`config.mk`:
```
export PLATFORM = sky130hd
export DESIGN_NAME = display_bcd_regs
export DESIGN_NICKNAME = d
export VERILOG_FILES = /design/src/rtl/display_pkg.sv /design/src/rtl/bin_to_bcd_seq.sv /design/src/rtl/display_bcd_regs.sv
export SDC_FILE = /design/constraint.sdc
export NUM_CORES = 1
export LEC_CHECK = 0
export BUFFER_PORTS_ARGS = -buffer_cell sky130_fd_sc_hd__buf_4
export CORE_MARGIN = 4
export CORE_UTILIZATION = 55
export DETAILED_ROUTE_END_ITERATION = 8
export GPL_TIMING_DRIVEN = 0
export PLACE_DENSITY = 0.8
export REMOVE_ABC_BUFFERS = 1
export SLEW_MARGIN = 20
export SYNTH_ARGS = -nofsm -noshare
export SYNTH_HDL_FRONTEND = slang
export SYNTH_SLANG_ARGS = --single-unit
```
`constraint.sdc`:
```
create_clock -name clk -period 4.4 [get_ports clk]
set_clock_uncertainty 0.1 [all_clocks]
set_input_delay 0.22 -clock clk [delete_from_list [all_inputs] [get_ports clk]]
set_output_delay 0.22 -clock clk [all_outputs]
set_load 0.05 [all_outputs]
```
`src/rtl/display_pkg.sv`:
```
// Shared definitions for the 7-segment display register block and its BCD engine.
package display_pkg;

  // Register word offsets on the data-memory bus.
  localparam logic [1:0] ADDR_VALUE  = 2'd0;
  localparam logic [1:0] ADDR_CTRL   = 2'd1;
  localparam logic [1:0] ADDR_RAW    = 2'd2;
  localparam logic [1:0] ADDR_STATUS = 2'd3;

  // CTRL field positions.
  localparam int unsigned CTRL_EN_LSB   = 0;
  localparam int unsigned CTRL_DOTS_LSB = 4;
  localparam int unsigned CTRL_RAW_MODE = 8;
  localparam int unsigned CTRL_LZ_BLANK = 9;
  localparam int unsigned CTRL_W        = 10;

  // All digits enabled, no dots, BCD mode, no blanking.
  localparam logic [CTRL_W-1:0] CTRL_RESET = 10'h00F;

  // STATUS bit positions.
  localparam int unsigned STATUS_BUSY = 0;
  localparam int unsigned STATUS_OVF  = 1;

  // Conversion constants.
  localparam int unsigned VALUE_MAX  = 9999;
  localparam int unsigned BCD_ITER   = 14;
  localparam int unsigned BCD_W      = 16;
  localparam int unsigned ITER_CNT_W = $clog2(BCD_ITER);

  typedef enum logic {
    StIdle,
    StShift
  } bcd_state_e;

  // Double-dabble correction: a nibble of 5 or more would overflow past 9 after the shift.
  function automatic logic [3:0] dabble_adj(input logic [3:0] nib);
    return (nib >= 4'd5) ? nib + 4'd3 : nib;
  endfunction

endpackage

```
`src/rtl/bin_to_bcd_seq.sv`:
```
// Sequential double-dabble binary-to-BCD converter, one iteration per clock.
module bin_to_bcd_seq
  import display_pkg::*;
#(
  parameter int unsigned VALUE_W = 14
) (
  input  logic               clk,
  input  logic               rst,
  input  logic               start,
  input  logic [VALUE_W-1:0] value,
  output logic               busy,
  output logic               done,
  output logic [BCD_W-1:0]   bcd
);

  localparam int unsigned SR_W = BCD_W + VALUE_W;

  bcd_state_e              state_q;
  logic [SR_W-1:0]         shift_q;
  logic [ITER_CNT_W-1:0]   cnt_q;
  logic [SR_W-1:0]         adj;
  logic [SR_W-1:0]         shifted;
  logic                    last_iter;

  // Add-3 correction on every BCD nibble (no inter-nibble carry), then shift left by one.
  always_comb begin
    adj = shift_q;
    for (int i = 0; i < int'(BCD_W / 4); i++) begin
      adj[VALUE_W + 4*i +: 4] = dabble_adj(shift_q[VALUE_W + 4*i +: 4]);
    end
    shifted   = {adj[SR_W-2:0], 1'b0};
    last_iter = (cnt_q == ITER_CNT_W'(BCD_ITER - 1));
  end

  // A start on the final edge aborts the completion, so done is masked by start.
  assign busy = (state_q == StShift);
  assign done = busy && last_iter && !start;
  assign bcd  = shifted[SR_W-1 -: BCD_W];

  // Conversion FSM: start (re)loads from any state, SHIFT runs BCD_ITER iterations.
  always_ff @(posedge clk or posedge rst) begin
    if (rst) begin
      state_q <= StIdle;
      shift_q <= '0;
      cnt_q   <= '0;
    end else if (start) begin
      state_q <= StShift;
      shift_q <= {{BCD_W{1'b0}}, value};
      cnt_q   <= '0;
    end else begin
      unique case (state_q)
        StIdle: begin
          state_q <= StIdle;
        end
        StShift: begin
          shift_q <= shifted;
          if (last_iter) begin
            state_q <= StIdle;
          end else begin
            cnt_q <= cnt_q + 1'b1;
          end
        end
        default: state_q <= StIdle;
      endcase
    end
  end

endmodule

```
`src/rtl/display_bcd_regs.sv`:
```
// Memory-mapped register block driving the 4-digit 7-segment display controller.
module display_bcd_regs
  import display_pkg::*;
#(
  parameter int unsigned VALUE_W  = 14,
  parameter int unsigned N_DIGITS = 4
) (
  input  logic                clk,
  input  logic                rst,
  input  logic                sel,
  input  logic                we,
  input  logic [1:0]          addr,
  input  logic [31:0]         wdata,
  output logic [31:0]         rdata,
  output logic [3:0]          num0,
  output logic [3:0]          num1,
  output logic [3:0]          num2,
  output logic [3:0]          num3,
  output logic [N_DIGITS-1:0] nums_enable,
  output logic [N_DIGITS-1:0] dots_enable,
  output logic                busy
);

  logic [VALUE_W-1:0]  value_q;
  logic [CTRL_W-1:0]   ctrl_q;
  logic [BCD_W-1:0]    raw_q;
  logic                ovf_q;
  logic [BCD_W-1:0]    digits_q;

  logic                wr_value;
  logic                wr_ctrl;
  logic                wr_raw;
  logic [VALUE_W-1:0]  wr_val;
  logic                wr_over;
  logic [VALUE_W-1:0]  load_val;

  logic                conv_done;
  logic [BCD_W-1:0]    conv_bcd;

  logic [N_DIGITS-1:0] ctrl_en;
  logic [N_DIGITS-1:0] ctrl_dots;
  logic                raw_mode;
  logic                lz_blank;
  logic [N_DIGITS-1:0] blank_mask;
  logic [BCD_W-1:0]    num_sel;
  logic                zero_run;

  // Upper write-data bits are not mapped to any register.
  logic unused_wdata;
  assign unused_wdata = ^wdata[31:16];

  assign wr_value = sel && we && (addr == ADDR_VALUE);
  assign wr_ctrl  = sel && we && (addr == ADDR_CTRL);
  assign wr_raw   = sel && we && (addr == ADDR_RAW);

  // Clamp oversize values so the 4-digit BCD result cannot overflow.
  assign wr_val   = wdata[VALUE_W-1:0];
  assign wr_over  = (wr_val > VALUE_W'(VALUE_MAX));
  assign load_val = wr_over ? VALUE_W'(VALUE_MAX) : wr_val;

  assign ctrl_en   = ctrl_q[CTRL_EN_LSB +: N_DIGITS];
  assign ctrl_dots = ctrl_q[CTRL_DOTS_LSB +: N_DIGITS];
  assign raw_mode  = ctrl_q[CTRL_RAW_MODE];
  assign lz_blank  = ctrl_q[CTRL_LZ_BLANK];

  bin_to_bcd_seq #(
    .VALUE_W (VALUE_W)
  ) u_bcd (
    .clk   (clk),
    .rst   (rst),
    .start (wr_value),
    .value (load_val),
    .busy  (busy),
    .done  (conv_done),
    .bcd   (conv_bcd)
  );

  // Register file; VALUE keeps the unclamped write, ovf tracks the latest VALUE write.
  always_ff @(posedge clk or posedge rst) begin
    if (rst) begin
      value_q <= '0;
      ctrl_q  <= CTRL_RESET;
      raw_q   <= '0;
      ovf_q   <= 1'b0;
    end else begin
      if (wr_value) begin
        value_q <= wr_val;
        ovf_q   <= wr_over;
      end
      if (wr_ctrl) begin
        ctrl_q <= wdata[CTRL_W-1:0];
      end
      if (wr_raw) begin
        raw_q <= wdata[BCD_W-1:0];
      end
    end
  end

  // Displayed digits only change on a completed, non-aborted conversion.
  always_ff @(posedge clk or posedge rst) begin
    if (rst) begin
      digits_q <= '0;
    end else if (conv_done) begin
      digits_q <= conv_bcd;
    end
  end

  // Combinational read mux; unmapped bits read as zero.
  always_comb begin
    rdata = '0;
    unique case (addr)
      ADDR_VALUE:  rdata[VALUE_W-1:0] = value_q;
      ADDR_CTRL:   rdata[CTRL_W-1:0]  = ctrl_q;
      ADDR_RAW:    rdata[BCD_W-1:0]   = raw_q;
      ADDR_STATUS: begin
        rdata[STATUS_BUSY] = busy;
        rdata[STATUS_OVF]  = ovf_q;
      end
      default:     rdata = '0;
    endcase
  end

  // Leading-zero blanking: a digit blanks when it and every higher digit is zero; digit 0 never.
  always_comb begin
    blank_mask = '0;
    zero_run   = 1'b1;
    if (!raw_mode && lz_blank) begin
      for (int i = int'(N_DIGITS) - 1; i >= 1; i--) begin
        zero_run      = zero_run && (digits_q[4*i +: 4] == 4'd0);
        blank_mask[i] = zero_run;
      end
    end
  end

  // Output mux toward the display controller.
  always_comb begin
    num_sel     = raw_mode ? raw_q : digits_q;
    num0        = num_sel[3:0];
    num1        = num_sel[7:4];
    num2        = num_sel[11:8];
    num3        = num_sel[15:12];
    nums_enable = ctrl_en & ~blank_mask;
    dots_enable = ctrl_dots;
  end

endmodule

```
=== After elaboration in Yosys (flattened, before gate mapping) ===
Index checks and enable logic that the tools add are counted.

* Flip-flop bits (word level): 92
* Input port bits: 38
* Logic and storage cells: 62

* $add $sub $neg: 5
* $lt $le $gt $ge: 5
* Eq/ne operators: 5
* Muxes and demuxes: 19
* Bitwise gates (word level): 3
* Reduce and logical (&&, ||, !) cells: 17

{| class="wikitable"
|+ Operators with widths
! cell !! number
|-
| $mux W30 || 2
|-
| $mux W4 || 6
|-
| $pmux W8 S3 || 1
|-
| $ge A4 B3 Y1 const B || 4
|-
| $mux W16 || 1
|-
| $gt A14 B14 Y1 const B || 1
|-
| $mux W14 || 1
|-
| $add A4 B2 Y4 const B || 3
|-
| $logic_not A4 Y1 || 3
|-
| $logic_and A1 B1 Y1 || 9
|-
| $pmux W2 S4 || 1
|-
| $pmux W4 S2 || 1
|-
| $mux W3 || 2
|-
| $add A4 B1 Y4 const B || 1
|-
| $and A4 B4 Y4 || 1
|-
| $eq A2 B2 Y1 const B || 2
|-
| $eq A4 B4 Y1 const B || 1
|-
| $not A4 Y4 || 1
|-
| $add A3 B2 Y3 const B || 1
|-
| $eq A2 B1 Y1 const B || 1
|-
| $logic_not A1 Y1 || 2
|-
| $logic_not A2 Y1 || 1
|-
| $mux W1 || 2
|-
| $mux W2 || 1
|-
| other kinds (5) || 5
|}

=== Longest topological paths before layout ===
Gate-level depths: netlist of the first run.

* Depth in word-level cells: 6
* Gate-level depth with buffers: 8
* Mapped depth without buffers: 6

=== Cells and area by module ===
From an unflattened synthesis of the first run, not the netlist that was laid out.

* Cells, all modules: 469
* Area total of the unflattened synthesis: 5193.7 um^2

{| class="wikitable"
|+ Modules (own cells, without submodules)
! module !! times used !! cells an instance !! area each (um^2) !! sequential area each (um^2)
|-
| display_bcd_regs || 1 || 234 || 3047.9 || 1431.4
|-
| bin_to_bcd_seq || 1 || 235 || 2145.8 || 875.8
|}

=== Worst setup path after synthesis of the first run ===
Ideal clock, no wire load.

* Path kind: reg-to-output
* Start: register ctrl_q[8]
* End: output port rdata[8]
* Arrival: 2.061 ns
* Data required time: 4.080 ns
* Setup slack: 2.019 ns
* Stages on the path, launching flop included: 5
* Buffers on the path: 2
* Cells stage by stage: dfrtp_1 clkbuf_1 buf_2 mux2i_1 o21ai_0

* Longest elaborated chain between the ends: 1

{| class="wikitable"
|+ Ends and longest elaborated chain
! item !! line !! RTL
|-
| from (decl) || display_bcd_regs.sv:25 || <nowiki>logic [CTRL_W-1:0] ctrl_q;</nowiki>
|-
| from (signal assigned) || display_bcd_regs.sv:91 || <nowiki>ctrl_q <= wdata[CTRL_W-1:0];</nowiki>
|-
| $pmux W8 S3 || display_bcd_regs.sv:111 || <nowiki>unique case (addr)</nowiki>
|-
| to (decl) || display_bcd_regs.sv:14 || <nowiki>output logic [31:0] rdata,</nowiki>
|}

No other way between the ends.

=== Worst setup path after layout of the first run ===
* Start: register u_bcd.state_q (netlist: u_bcd.busy)
* End: register digits_q[0]

* Longest elaborated chain between the ends: 2

{| class="wikitable"
|+ Ends and longest elaborated chain
! item !! line !! RTL
|-
| from (decl) || bin_to_bcd_seq.sv:18 || <nowiki>bcd_state_e state_q;</nowiki>
|-
| from (signal assigned) || bin_to_bcd_seq.sv:43 || <nowiki>state_q <= StIdle;</nowiki>
|-
| from (signal assigned) || bin_to_bcd_seq.sv:47 || <nowiki>state_q <= StShift;</nowiki>
|-
| from (signal assigned) || bin_to_bcd_seq.sv:53 || <nowiki>state_q <= StIdle;</nowiki>
|-
| $logic_and A1 B1 Y1 (2 in a row) || bin_to_bcd_seq.sv:37 || <nowiki>assign done = busy && last_iter && !start;</nowiki>
|-
| to (signal assigned) || display_bcd_regs.sv:104 || <nowiki>digits_q <= conv_bcd;</nowiki>
|-
| to (decl) || display_bcd_regs.sv:28 || <nowiki>logic [BCD_W-1:0] digits_q;</nowiki>
|}

No other way between the ends.
A chain may end at the register's enable or synchronous reset.

==> run_results.csv, run 1 <==
group,metric,value,unit
sta,drv_slew,0,
sta,hold_ws,12.2,ps
power_and_ir_drop,p_leak,0.00260,uW
cts,cts_tree,"yes",
synthesis,avgSynthCellArea,10.0,um2
sta,fmax,0.360,GHz
cts,numCtsBuffers,9,
cts,h-tree-depth,3,
cts,clockBufferDepth,2,
cts,cts_root_buf,"clkbuf_8",
die,die_width,102,um
cts,cts_sinks,92,
setup_path,cp.required,4540,ps
cts,cts_hold_buf,9,
synthesis,synth_top_flop_cell,"dfrtp_1",
die,num_rows,33,
power_and_ir_drop,p_per_area,677,nW/um2
routing,post_drt_wl_per_cell,17.4,um
power_and_ir_drop,irDropWorstVdd,0.312,mV
die,die_area,10300,um2
place,buffer_ports.inserted,62,
synthesis,post_synth_num_cell_types,44,
sta,hold_viol,0,
setup_path,crit_start,"u_bcd.busy",
sta,worst_slack,1620,ps
setup_path,critPathMaxFanout,43,
hold_path,hp-class,"primary input to flip-flop",
synthesis,syn-cell-area,4820,um2
routing,vias,3686,
sta,slew_headroom,0.343,
place,hpwlAfterDp,7730,um
setup_path,crit_arrival,2920,ps
place,globalplace.congestion,0.835,
routing,routed_wl,11200,um
setup_path,max_stage_delay,900,ps
global_route,antenna_found_initial,0,
setup_path,worstPathCellList,"inv_2 -> or3_1 -> mux2_1",
die,die_h,102,um
outcome,status,"finished clean",
routing,drtIter0Drc,239,
sta,final-setup-viol-count,0,
sta,rsz0062_at_grt,"no",
power_and_ir_drop,power,3730,uW
cells_and_area,areaGrowthSynthToFinish,14.3,%
synthesis,ys_warn_count,0,
setup_path,critPathKind,"flip-flop to flip-flop",
setup_path,r2r_start,"u_bcd.busy",
flow_run,cap_violations,0,
routing,drt_first_pass_iters,4,
sta,finalSetupTns,0,ps
sta,min_period_over_period,0.631,
cells_and_area,layout-drive-gt1-share,0.238,
routing,via_per_inst,5.71,
global_route,grt_first_pass_wirelength,18600,um
cts,post_cts_buffers,0,
global_route,grt_start_max_net_pins,49,
routing,drc_errors,0,
synthesis,synthesis.instances,481,
hold_path,hold_start,"wdata[3]",
global_route,overflow,0,
cells_and_area,layout_common_cells,"dfrtp_1 (87), nand2_1 (83), buf_4 (63)",
global_route,grt_pass1_vias,3661,
routing,postRouteAntennaNets,0,
synthesis,async_flop_share,1.00,
cts,clkLatencyLatePin,360,ps
cells_and_area,final_common_cell,"dfrtp_1",
die,core-area,8380,um2
die,initial_core_util,0.575,
sta,period_needed,2780,ps
cells_and_area,layout.nets,584,
setup_path,cpMaxStageDelayCell,"dfrtp_2",
place,pre_cts_ws,1630,ps
cts,postCtsResizedCells,0,
cts,clk_pin_slew,90,ps
setup_path,end_kind,"flip-flop",
setup_path,cp-start-kind,"flip-flop",
cells_and_area,diodes,0,
global_route,grt_use_total,0.230,
sta,worst_slew_pin_slew,986,ps
synthesis,ys_ff_latch,92,
synthesis,synth_enable_flop_cells,0,
synthesis,synth_seq_area_share,0.479,
die,io_pins,95,
[power breakdown]
group	leakage (uW)	internal, uW	switching, uW
clock network	0.0000824	220	295
logic	0.00141	680	1040
registers	0.00111	1160	330
total	0.00260	2060	1670
[worst max-delay path, delay by kind of cell (launching register included)]
| family | cells | cell delay, ps |
|---|---|---|
| buf+inv | 1 | 330 |
| flops | 1 | 900 |
| simple gates | 1 | 860 |
| mux | 1 | 470 |
[cells in the mapped netlist (7+ instances only)]
library cell | count | area (um2)
nor3b_1 | 7 | 52.6
nor2_1 | 23 | 86.3
mux2i_1 | 21 | 210
mux2_1 | 9 | 101
mux2_2 | 37 | 417
clkbuf_1 | 10 | 37.5
inv_1 | 12 | 45.0
dfrtp_1 | 88 | 2200
o21ai_1 | 15 | 75.1
o21ai_0 | 36 | 180
buf_4 | 25 | 188
nand3_1 | 10 | 50.1
buf_2 | 9 | 45.0
a211oi_1 | 10 | 75.1
nand2_1 | 83 | 312
ha_1 | 10 | 125
a21oi_1 | 23 | 115
and2_1 | 8 | 50.1
[area by class of cell]
type / count / area [um2]
fill: 646 / 2870
sequential: 92 / 2310
multi-input combinational: 345 / 2230
timing repair buffer: 75 / 613
clock buffer: 12 / 145
tap: 105 / 131
inverter: 13 / 51.3
clock inverter: 4 / 25.0
[metrics by stage]
stage	util	area [um2]	std cells
after floorplan	-	4590	450
after global placement	0.619	5180	617
after detailed placement	0.626	5250	621
after CTS	0.657	5510	646
after global routing	0.657	5510	646
final	0.657	5510	646
[routing by layer]
| layer | global-route usage | part of all wire | vias to the layer above |
|---|---|---|---|
| li1 | - | - | 1736 |
| met1 | 0.311 | 0.44 | 1835 |
| met2 | 0.389 | 0.50 | 102 |
| met3 | 0.0310 | 0.044 | 13 |
| met4 | 0.0665 | 0.014 | 0 |
| met5 | 0 | 0 | - |
[flip-flops by register name (all words and copies together), names as in the netlist]
register,cells
ctrl_q,10
digits_q,16
ovf_q,1
raw_q,16
u_bcd.busy,1
u_bcd.cnt_q,4
u_bcd.shift_q,30
value_q,14
[cell families (layout without fill, tap and decap cells)]
logic type | count (synthesis) | after routing | synth area share
compound gates | 97 | 97 | 0.112
mux | 69 | 69 | 0.161
fa+ha+maj | 10 | 10 | 0.0260
other cells | 1 | 16 | 0.000778
flops | 92 | 92 | 0.479
simple gates | 147 | 147 | 0.141
buf+inv | 59 | 104 | 0.0693
xor+xnor | 6 | 6 | 0.0109
[path summary, 6_finish.rpt]
path	end	slack [ps]	cells after the start
max reg2reg	digits_q[0]	1620	3
min reg2reg	value_q[2]	380	2
min in group asynchronous	value_q[1]	380	3
max in group asynchronous	ctrl_q[3]	3110	4
min	value_q[3]	10	3
max	digits_q[0]	1620	3
Power figures use the tool's default switching activity.
==> run 2, diff against run 1 <==
Settings changed: ABC_AREA set to 1, CORE_UTILIZATION 55 to 50, PLACE_DENSITY 0.8 to 0.77.
Clock period 4.4 ns to 2.4 ns, I/O delays scaled along.
==> run_results.csv, run 2 <==
group,metric,value,unit
synthesis,synth_area_leaders,"dfrtp_1 (47%), nand2_1 (13%), o21ai_0 (7.9%), inv_1 (6.0%), buf_4 (3.5%)",
cts,cts_sinks,92,
routing,vias,4152,
cells_and_area,largest_reg_flops,30,
setup_path,critPathMaxFanout,16,
die,die_h,105,um
synthesis,ys_warn_count,0,
cells_and_area,fin_cells,765,
cells_and_area,areaGrowthSynthToFinish,17.3,%
routing,routed_wl,12100,um
die,die_area,10900,um2
synthesis,async_flop_share,1.00,
die,die_width,105,um
global_route,grt_use_total,0.220,
sta,period_needed,2170,ps
routing,post_drt_wl_per_cell,15.8,um
cells_and_area,layout-drive-gt1-share,0.147,
setup_path,end_kind,"flip-flop",
sta,worst_slew_pin_slew,947,ps
die,initial_core_util,0.510,
hold_path,hp-class,"primary input to asynchronous set/reset pin",
cts,cts_tree,"yes",
cells_and_area,reg.largest.list,"u_bcd.shift_q: 30 flops, digits_q: 16 flops, raw_q: 16 flops",
cells_and_area,diodes,0,
power_and_ir_drop,irDropWorstVdd,0.559,mV
place,buffer_ports.inserted,62,
cts,numCtsBuffers,9,
synthesis,synth_enable_flop_cells,0,
sta,final-setup-viol-count,0,
sta,rsz0062_at_grt,"no",
global_route,grt_first_pass_wirelength,19200,um
cells_and_area,largest_register,"u_bcd.shift_q",
cells_and_area,multi_input_area,1880,um2
global_route,grt_pass1_vias,3894,
place,globalplace.congestion,0.808,
synthesis,syn-cell-area,4670,um2
synthesis,ys_ff_latch,92,
place,post-place-cells,732,
setup_path,crit_arrival,2340,ps
outcome,status,"finished clean",
cells_and_area,regArea,2310,um2
synthesis,avgSynthCellArea,8.02,um2
cts,clockBufferDepth,2,
sta,slew_headroom,0.367,
cells_and_area,layout_common_cells,"nand2_1 (164), dfrtp_1 (87), inv_1 (74), o21ai_0 (74), buf_4 (62)",
global_route,overflow,0,
synthesis,yosysMostFrequentCell,"nand2_1",
flow_run,cap_violations,0,
sta,fmax,0.460,GHz
routing,via_per_inst,5.43,
setup_path,cp-start-kind,"flip-flop",
cts,clk_pin_slew,90,ps
routing,drtIter0Drc,317,
synthesis,synthesis.instances,582,
place,pre_cts_ws,-375,ps
sta,hold_viol,0,
setup_path,crit_start,"u_bcd.busy",
power_and_ir_drop,p_per_area,1220,nW/um2
routing,drc_errors,0,
sta,min_period_over_period,0.906,
global_route,antenna_found_initial,0,
die,core-area,9150,um2
setup_path,r2r_start,"u_bcd.busy",
cts,h-tree-depth,3,
die,io_pins,95,
cells_and_area,final_common_cell,"nand2_1",
synthesis,synth_top_cells_by_count,"nand2_1 (165), dfrtp_1 (88), inv_1 (75), o21ai_0 (74), nor2_1 (34)",
routing,drt_first_pass_iters,5,
synthesis,yosys.area.top_type,"dfrtp_1",
cells_and_area,layout.nets,697,
synthesis,synth_top_flop_cell,"dfrtp_1",
synthesis,synth_top_area_frac,0.472,
place,hpwlAfterDp,8540,um
cts,cts_root_buf,"clkbuf_8",
routing,postRouteAntennaNets,0,
setup_path,cp.required,2570,ps
setup_path,critPathKind,"flip-flop to flip-flop",
cells_and_area,final_core_util,0.599,
cts,post_cts_buffers,0,
power_and_ir_drop,power,6680,uW
synthesis,synth_seq_area_share,0.494,
place,dpl_cell_area,5120,um2
die,num_rows,35,
sta,drv_slew,0,
cts,clkLatencyLatePin,360,ps
power_and_ir_drop,p_leak,0.00280,uW
global_route,grt_start_max_net_pins,70,
synthesis,post_synth_num_cell_types,31,
cells_and_area,nFillCells,786,
cells_and_area,postLayoutCellArea,5480,um2
sta,worst_slack,226,ps
run 2: changes by cell type after synthesis, sizes merged, moves of 10 or more:
cell    previous run  this run
nor2              23        37
inv               13        76
mux2i             21         0
nand3             11        26
o21ai             51        80
mux2              46         0
nand2             83       167
a211oi            10         0
run 2: worst max-delay path, cell delays in order (launching register included):
cell     delay, ps
dfrtp_1        390
inv_1          240
nor2_2         720
inv_1          370
o21ai_0        270
run 2: area by class of cell:
type	instances	area share
Multi-Input combinational cell	388	0.344
Clock inverter	5	0.00959
Inverter	78	0.0548
Tap cell	111	0.0253
Clock buffer	11	0.0240
Sequential cell	92	0.421
Timing Repair Buffer	80	0.121
run 2: final timing paths:
path	to	slack [ps]	cells past startpoint
max in group asynchronous	ctrl_q[3]	1400	4
hold reg to reg	digits_q[2]	400	2
hold / removal	u_bcd.cnt_q[0]	160	3
setup / recovery	u_bcd.shift_q[15]	230	4
min in group clk	raw_q[13]	170	5
setup reg to reg	u_bcd.shift_q[15]	230	4
run 2: logic make-up (layout without fill, tap and decap cells):
group	after synthesis	in the layout	share of synthesized area
XOR/XNOR	7	7	0.0131
AO/OA/AOI/OAI	117	117	0.139
AND/OR/NAND/NOR	238	238	0.211
adder cells (fa/ha/maj)	10	10	0.0268
flip-flops	92	92	0.494
other	1	16	0.000803
buffers and inverters	117	174	0.115
run 2: report_power, final:
group | leakage, uW | internal [uW] | switching (uW)
logic | 0.00159 | 963 | 2210
registers | 0.00112 | 2110 | 374
clock network | 0.0000931 | 478 | 545
total | 0.00280 | 3550 | 3130
run 2: what timing repair did:
action	CTS	global route
endpoints found under the setup margin	3	0
hold endpoints to repair	132	0
hold buffers	17	0
resized for setup	2	0
run 2: metal layers:
| layer | GRT usage | vias to the layer above | share of wire | wire (um) |
|---|---|---|---|---|
| met5 | 0 | - | 0 | 0 |
| met4 | 0.0918 | 0 | 0.026 | 311 |
| met3 | 0.0334 | 26 | 0.055 | 666 |
| met2 | 0.372 | 165 | 0.49 | 5960 |
| met1 | 0.284 | 2003 | 0.43 | 5130 |
| li1 | - | 1958 | - | - |
run 2: through the flow:
stage                     setup TNS (ps)  hold WS [ps]
after floorplan                   -18070           141
after global placement           -116900           262
after detailed placement           -3160         -11.2
after CTS                              0           154
after global routing                   0           180
final                                  0           157
